$ cat src/rtl/spi_ram_pkg.sv
// Purpose    : shared opcodes, read-FSM states and default sizes for the SPI RAM stage.
// Latency    : n/a (types and constants only).
// Backpressure: n/a.
package spi_ram_pkg;

    localparam int DEF_MEM_DEPTH = 256;
    localparam int DEF_ADDR_SIZE = 8;
    localparam int DEF_ERR_W     = 8;

    // Opcode carried in din[9:8]
    typedef enum logic [1:0] {
        WR_ADDR = 2'b00,
        WR_DATA = 2'b01,
        RD_ADDR = 2'b10,
        RD_DATA = 2'b11
    } cmd_e;

    // Read-side sequencer
    typedef enum logic [1:0] {
        IDLE      = 2'b00,
        ADDR_HELD = 2'b01,
        FETCH     = 2'b10
    } rd_state_e;

    // Split a 10-bit SPI word into opcode and payload.
    function automatic cmd_e word_cmd(input logic [9:0] word);
        return cmd_e'(word[9:8]);
    endfunction

endpackage

$ cat src/rtl/spi_ram_ctrl_if.sv
// Purpose    : bundles the SPI-slave word input, the read-data return and status flags.
// Latency    : n/a (wires only).
// Backpressure: none; the SPI slave spaces rx_valid words at least 10 clocks apart.
// Signals    : din/rx_valid (command in), dout/tx_valid (read byte out),
//              seq_err/err_cnt (sequence errors), rd_pending (read address held).
interface spi_ram_ctrl_if #(
    parameter int ERR_W = 8
);
    logic [9:0]       din;
    logic             rx_valid;
    logic [7:0]       dout;
    logic             tx_valid;
    logic             seq_err;
    logic [ERR_W-1:0] err_cnt;
    logic             rd_pending;

    // Memory stage side
    modport slave (
        input  din, rx_valid,
        output dout, tx_valid, seq_err, err_cnt, rd_pending
    );

    // SPI slave / test driver side
    modport master (
        output din, rx_valid,
        input  dout, tx_valid, seq_err, err_cnt, rd_pending
    );
endinterface

$ cat src/rtl/spi_ram_array.sv
// Purpose    : single-port MEM_DEPTH x 8 RAM, write-first, registered read port.
// Latency    : rdata reflects addr one clock after it is presented.
// Backpressure: none; one access per clock, no reset on contents.
// Ports      : clk, we, addr, wdata in; rdata out.
module spi_ram_array #(
    parameter int MEM_DEPTH = 256,
    parameter int ADDR_SIZE = 8
) (
    input  logic                 clk,
    input  logic                 we,
    input  logic [ADDR_SIZE-1:0] addr,
    input  logic [7:0]           wdata,
    output logic [7:0]           rdata
);

    logic [7:0] mem [MEM_DEPTH];

    // Write-first: a write also returns the new byte on rdata.
    always_ff @(posedge clk) begin
        if (we) begin
            mem[addr] <= wdata;
            rdata     <= wdata;
        end else begin
            rdata     <= mem[addr];
        end
    end

endmodule

$ cat src/rtl/spi_ram_ctrl.sv
// Purpose    : decodes SPI command words into RAM writes/reads, with sequence checking.
// Latency    : tx_valid/dout registered one clock after the RD_DATA sample; the slave
//              picks it up on the following edge. seq_err one clock after the offending word.
// Backpressure: none; relies on rx_valid words being at least 10 clocks apart.
// Ports      : clk, rst_n (async, active-low); bus = spi_ram_ctrl_if.slave.
module spi_ram_ctrl
    import spi_ram_pkg::*;
#(
    parameter int MEM_DEPTH = DEF_MEM_DEPTH,
    parameter int ADDR_SIZE = DEF_ADDR_SIZE,
    parameter int ERR_W     = DEF_ERR_W
) (
    input  logic           clk,
    input  logic           rst_n,
    spi_ram_ctrl_if.slave  bus
);

    cmd_e                 cmd;
    logic [7:0]           payload;

    logic [ADDR_SIZE-1:0] wr_addr;
    logic [ADDR_SIZE-1:0] rd_addr;
    logic                 wr_addr_vld;
    logic [7:0]           dout_q;
    logic                 tx_valid_q;
    logic                 seq_err_q;
    logic [ERR_W-1:0]     err_cnt_q;

    rd_state_e            state_q;
    rd_state_e            state_d;

    logic                 do_wr_addr;
    logic                 do_wr_data;
    logic                 do_rd_addr;
    logic                 do_rd_data;
    logic                 wr_ok;
    logic                 wr_bad;
    logic                 rd_ok;
    logic                 rd_bad;
    logic                 load_dout;

    logic [ADDR_SIZE-1:0] ram_addr;
    logic [7:0]           ram_rdata;

    assign cmd     = word_cmd(bus.din);
    assign payload = bus.din[7:0];

    assign do_wr_addr = bus.rx_valid && (cmd == WR_ADDR);
    assign do_wr_data = bus.rx_valid && (cmd == WR_DATA);
    assign do_rd_addr = bus.rx_valid && (cmd == RD_ADDR);
    assign do_rd_data = bus.rx_valid && (cmd == RD_DATA);

    assign wr_ok  = do_wr_data &&  wr_addr_vld;
    assign wr_bad = do_wr_data && !wr_addr_vld;

    // ------------------------------------------------------------------
    // Read sequencer
    // ------------------------------------------------------------------
    always_ff @(posedge clk or negedge rst_n) begin
        if (!rst_n) begin
            state_q <= IDLE;
        end else begin
            state_q <= state_d;
        end
    end

    always_comb begin
        state_d   = state_q;
        rd_ok     = 1'b0;
        rd_bad    = do_rd_data;
        load_dout = 1'b0;
        unique case (state_q)
            IDLE: begin
                if (do_rd_addr) begin
                    state_d = ADDR_HELD;
                end
            end
            ADDR_HELD: begin
                // A repeated RD_ADDR just retargets the held address.
                if (do_rd_data) begin
                    rd_ok   = 1'b1;
                    rd_bad  = 1'b0;
                    state_d = FETCH;
                end
            end
            FETCH: begin
                // RAM captured mem[rd_addr] on the RD_DATA edge; hand it out now.
                load_dout = 1'b1;
                state_d   = IDLE;
            end
            default: begin
                state_d = IDLE;
            end
        endcase
    end

    // ------------------------------------------------------------------
    // RAM: the port follows rd_addr except on an accepted write, so the
    // RD_DATA edge itself latches the read byte into ram_rdata.
    // ------------------------------------------------------------------
    assign ram_addr = wr_ok ? wr_addr : rd_addr;

    spi_ram_array #(
        .MEM_DEPTH (MEM_DEPTH),
        .ADDR_SIZE (ADDR_SIZE)
    ) u_array (
        .clk   (clk),
        .we    (wr_ok),
        .addr  (ram_addr),
        .wdata (payload),
        .rdata (ram_rdata)
    );

    // ------------------------------------------------------------------
    // Address, output and error registers
    // ------------------------------------------------------------------
    always_ff @(posedge clk or negedge rst_n) begin
        if (!rst_n) begin
            wr_addr     <= '0;
            wr_addr_vld <= 1'b0;
            rd_addr     <= '0;
            dout_q      <= '0;
            tx_valid_q  <= 1'b0;
            seq_err_q   <= 1'b0;
            err_cnt_q   <= '0;
        end else begin
            if (do_wr_addr) begin
                wr_addr     <= payload[ADDR_SIZE-1:0];
                wr_addr_vld <= 1'b1;
            end else if (wr_ok) begin
                // Natural wrap: MEM_DEPTH is exactly 2**ADDR_SIZE.
                wr_addr <= wr_addr + 1'b1;
            end

            if (do_rd_addr) begin
                rd_addr <= payload[ADDR_SIZE-1:0];
            end

            tx_valid_q <= load_dout;
            if (load_dout) begin
                dout_q <= ram_rdata;
            end

            seq_err_q <= wr_bad || rd_bad;
            if ((wr_bad || rd_bad) && (err_cnt_q != {ERR_W{1'b1}})) begin
                err_cnt_q <= err_cnt_q + 1'b1;
            end
        end
    end

    assign bus.dout       = dout_q;
    assign bus.tx_valid   = tx_valid_q;
    assign bus.seq_err    = seq_err_q;
    assign bus.err_cnt    = err_cnt_q;
    assign bus.rd_pending = (state_q == ADDR_HELD);

endmodule

$ cat src/flat_wrapper.sv
// flat-port wrapper written by rule: the top's interface ports become plain ports
module spi_ram_ctrl_flat import spi_ram_pkg::*;
#(
    parameter int MEM_DEPTH = DEF_MEM_DEPTH,
    parameter int ADDR_SIZE = DEF_ADDR_SIZE,
    parameter int ERR_W     = DEF_ERR_W
)
  (clk, rst_n, bus_din, bus_rx_valid, bus_dout, bus_tx_valid, bus_seq_err, bus_err_cnt, bus_rd_pending);
  spi_ram_ctrl_if #(.ERR_W(ERR_W)) bus_i ();
  input  logic clk;
  input  logic rst_n;
  input wire logic [$bits(bus_i.din)-1:0] bus_din;
  input wire logic [$bits(bus_i.rx_valid)-1:0] bus_rx_valid;
  output wire logic [$bits(bus_i.dout)-1:0] bus_dout;
  output wire logic [$bits(bus_i.tx_valid)-1:0] bus_tx_valid;
  output wire logic [$bits(bus_i.seq_err)-1:0] bus_seq_err;
  output wire logic [$bits(bus_i.err_cnt)-1:0] bus_err_cnt;
  output wire logic [$bits(bus_i.rd_pending)-1:0] bus_rd_pending;
  assign bus_i.din = bus_din;
  assign bus_i.rx_valid = bus_rx_valid;
  assign bus_dout = bus_i.dout;
  assign bus_tx_valid = bus_i.tx_valid;
  assign bus_seq_err = bus_i.seq_err;
  assign bus_err_cnt = bus_i.err_cnt;
  assign bus_rd_pending = bus_i.rd_pending;
  spi_ram_ctrl #(.MEM_DEPTH(MEM_DEPTH), .ADDR_SIZE(ADDR_SIZE), .ERR_W(ERR_W)) u_core (.clk(clk), .rst_n(rst_n), .bus(bus_i));
endmodule
$ cat config.mk
export PLATFORM = sky130hd
export DESIGN_NAME = spi_ram_ctrl_flat
export DESIGN_NICKNAME = d
export VERILOG_FILES = /design/src/rtl/spi_ram_pkg.sv /design/src/rtl/spi_ram_ctrl_if.sv /design/src/rtl/spi_ram_array.sv /design/src/rtl/spi_ram_ctrl.sv /design/src/flat_wrapper.sv
export SDC_FILE = /design/constraint.sdc
export NUM_CORES = 2
export LEC_CHECK = 0
export CAP_MARGIN = 25
export CELL_PAD_IN_SITES_DETAIL_PLACEMENT = 1
export CELL_PAD_IN_SITES_GLOBAL_PLACEMENT = 1
export CORE_MARGIN = 2
export CORE_UTILIZATION = 50
export CTS_CLUSTER_SIZE = 24
export DETAILED_ROUTE_END_ITERATION = 8
export HOLD_SLACK_MARGIN = 0.03
export PLACE_DENSITY_LB_ADDON = 0.25
export SLEW_MARGIN = 20
export SYNTH_ARGS = -nofsm -noshare
export SYNTH_HDL_FRONTEND = slang
export SYNTH_HIERARCHICAL = 1
export SYNTH_SLANG_ARGS = --single-unit
$ cat constraint.sdc
create_clock -name clk -period 3.95 [get_ports clk]
set_clock_uncertainty 0.15 [all_clocks]
set_input_delay 0.5925 -clock clk [delete_from_list [all_inputs] [get_ports clk]]
set_output_delay 0.5925 -clock clk [all_outputs]
set_load 0.1 [all_outputs]
==> key figures <==
Logic synthesis
  – Main synth FF type: edfxtp_1
  – Post-Syn Nets: 3912
  – Cell area after synthesis: 0.0813 mm^2
  – Yosys top cell by area: edfxtp_1
  – Mapped Avg Cell Area: 20.9 um^2
  – Post-synthesis sequential area ratio: 76.9%
  – Post-Syn Instances: 3897
  – Async set-or-reset flop fraction in the synthesized netlist: 1.77%
  – Flop and latch count out of synthesis: 2093
  – Post-synth EDFFs: 2048
  – Top-area cell type share of the netlist area: 75.6%
  – Synth area leaders: edfxtp_1, mux4_2, mux2i_1, nor2_1, a22oi_1
  – Ys Warns: 6
  – Distinct cell type count after synthesis: 71

Worst setup path
  – Required time worst endpoint: 4530 ps
  – CP most frequent cell: buf_12
  – CP cell instances: buf_12 > buf_12 > buf_4 > mux4_2 > a22o_1 > a221oi_1 > o32ai_1 > nor3_1 > nor4_1 > mux2_2
  – Type of origin of the critical path: flop
  – CP Max Fanout: 24
  – Max stage delay cell, worst path: dfxtp_4
  – Slowest cell delay on critical path: 580 ps
  – Setup CP Type: reg -> reg
  – Critical Path End Type: flop
  – Crit path DAT: 4480 ps

Drt
  – Initial DRC count: 4908
  – Via density: 6.30
  – DRT Pass-1 Iters: 5
  – Post-DR wirelength/cell: 32.8 um
  – Final antenna-violating net count: 0
  – Final WL: 222 mm
  – Drc violations: 0
  – Vias: 42600

Global route
  – Vias in the first global route: 44500
  – Largest net degree at the start of global routing: 118
  – Initial antenna violation count: 8
  – First-pass GRT wire length: 323 mm
  – Gr ovfl total: 0
  – Total GRT Usage: 26.9%

Clock tree
  – CTS H-tree depth: 4
  – Clk_lat worst skew: 870 ps
  – Clk sinks: 2093
  – CTS tree: done
  – Post-CTS Setup Inserts: 0
  – CTS clk-pin slew, worst paths: 60 ps
  – Root buffer cell: clkbuf_16
  – CTS buffer count: 207
  – Clock Path Buffers: 3

Hold path
  – Worst hold-check path type: in -> reg

Floorplan
  – Die X: 407 um
  – Chip height: 407 um
  – Starting Density: 50.1%
  – Full die area: 0.166 mm^2
  – Row count: 148
  – IO Pins: 32
  – Placeable core area: 0.162 mm^2

Job
  – Max-cap violation count: 0

STA
  – Setup TNS: 0 ps
  – Crit path time final: 3890 ps
  – Final slew viol count: 0
  – Final cycle utilization of the critical path: 98.5%
  – Worst-Margin Slew: 1050 ps
  – Fmax: 0.257 GHz
  – Hold Violations, Final: 0
  – Max_slew headroom: 30.3%
  – Finish-stage setup viols: 0
  – Unrepaired setup endpoints after global routing: false

Layout
  – Area delta synth->final: 15.9%
  – Multi-input logic area: 0.0173 mm^2
  – Filler cells: 13900
  – Layout cells sized above 1: 28.8%
  – Area occupied by registers: 0.0626 mm^2
  – Net count, final: 4420
  – Fin util: 58.1%

Power and ir drop
  – LEAKAGE: 30.2 nW
  – Maximum vdd drop: 0.489 mV
  – Pwr dens: 563 mW/mm^2

Placed design
  – Gpl congestion: 0.846
  – Port-buffer cells: 31
  – Post-detail-place hpwl: 140 mm

Run status
  – Status: finished, final reports clean
## worst paths after layout
| kind | start | slack [ps] | cells after the start | end |
|---|---|---|---|---|
| worst max-delay path | flop | 60 | 10 | u_core/bus.dout[3] |
| worst min-delay path | bus_din[3] | 100 | 1 | u_core/u_array/mem[162][3] |
| worst max register to register | flop | 60 | 10 | u_core/bus.dout[3] |
| worst min register to register | u_core/state_q[1] | 350 | 1 | u_core/state_q[0] |
| max in group asynchronous | rst_n | 2010 | 4 | u_core/bus.err_cnt[3] |
| min in group asynchronous | rst_n | 580 | 3 | u_core/bus.err_cnt[0] |
## layer usage
layer	up-vias	GRT usage, %	wire length, um
met5	-	0	21
met4	4	8.02	6380
met3	357	4.62	16900
met2	1908	43.2	108000
met1	23000	38.3	90200
li1	17300	-	-
## cell type report
cell class              count  share of cell area (%)
multi-input cells        1562                    18.4
repair buffers            537                    5.08
clock inverters           143                    1.51
inverters                   4                  0.0159
well taps                2175                    2.89
flip-flops and latches   2093                    66.4
clock buffers             242                    5.68
diodes                      3                 0.00796
## state kept, by name, indices dropped and copies added, names as in the netlist, named ones only
register,cells
u_core/bus.dout,8
u_core/bus.err_cnt,8
u_core/bus.seq_err,1
u_core/bus.tx_valid,1
u_core/rd_addr,8
u_core/state_q,2
u_core/u_array/mem,2048
u_core/wr_addr,8
u_core/wr_addr_vld,1
## what timing repair did
item	in CTS	in global routing
gates resized for setup	0	3
endpoints found under the setup margin	0	3
endpoints found under the hold margin	91	0
hold buffers	5	0
## Yosys cell counts (all sizes together) (3+ instances only)
| library cell | instances |
|---|---|
| edfxtp | 2048 |
| nor3 | 23 |
| or2 | 5 |
| nor2b | 34 |
| and2 | 7 |
| and4 | 3 |
| o22a | 5 |
| a2111oi | 5 |
| clkbuf | 114 |
| a22o | 8 |
| o22ai | 28 |
| a311oi | 3 |
| a21oi | 98 |
| o221ai | 47 |
| dfrtp | 37 |
| o311ai | 4 |
| a31oi | 4 |
| dfxtp | 8 |
| o32ai | 5 |
| nor2 | 285 |
| o21ai | 18 |
| nor4 | 28 |
| a221oi | 14 |
| and3b | 3 |
| nand2 | 74 |
| nand4 | 11 |
| o211ai | 12 |
| a22oi | 134 |
| buf | 124 |
| nand3b | 4 |
| a211oi | 16 |
| nand2b | 8 |
| mux2i | 134 |
| nand3 | 44 |
| mux4 | 456 |
| mux2 | 22 |
## power by group
part | switching (mW) | internal (mW) | leakage [nW] | total, mW
registers | 0.409 | 24.5 | 18.9 | 24.9
clock network | 8.52 | 11.2 | 3.29 | 19.7
logic | 5.12 | 3.36 | 7.94 | 8.48
## per-stage QoR
stage	worst slack [ps]	instance area (um^2)	cells	power, mW	hold WS, ps
floorplan	572	81300	3897	30.4	147
global placement	-183	87400	6365	33.6	306
detailed placement	-1.73	87400	6365	33.8	344
CTS	62.5	94200	6755	53.3	70.6
global route	6.42	94300	6756	54.5	95.9
finish	57.4	94300	6759	53.1	96.8
## cell families after synthesis
family / synth area share (%)
compound gates: 3.52
xor+xnor: 0.0215
fa+ha+maj: 0.0308
buf+inv: 1.83
flops: 76.9
mux: 14.6
simple gates: 3.05
## critical path, delay by kind of cell, from the launching register on
kind	cells	cell delay, ps
AOI/OAI and AO/OA	3	930
muxes	2	790
buffers and inverters	3	670
and+or+nand+nor	2	630
DFF	1	580
## cell usage in the layout (no fill, tap or decap), types with 5 or more instances in the layout
cell type	n
nor4_1	21
clkbuf_16	209
a22o_1	8
o221ai_1	46
nand2_1	74
o22a_1	5
a221oi_1	12
nor3_1	21
o21ai_0	16
dfrtp_1	37
mux4_2	454
clkinv_1	56
nand4_1	11
and2_1	5
clkdlybuf4s50_1	21
o211ai_1	12
mux2i_1	134
nor4_2	5
dlygate4sd3_1	5
nand2b_1	8
nor2_1	282
mux2_2	20
edfxtp_1	2048
nand3_1	44
a22oi_1	134
buf_4	450
clkbuf_1	33
buf_8	8
a211oi_1	16
or2_2	5
clkinvlp_4	11
a21oi_1	98
bufinv_16	22
o22ai_1	28
buf_12	51
nor2b_1	31
clkinv_2	42
Note: power is estimated with default switching activity, not from simulation.
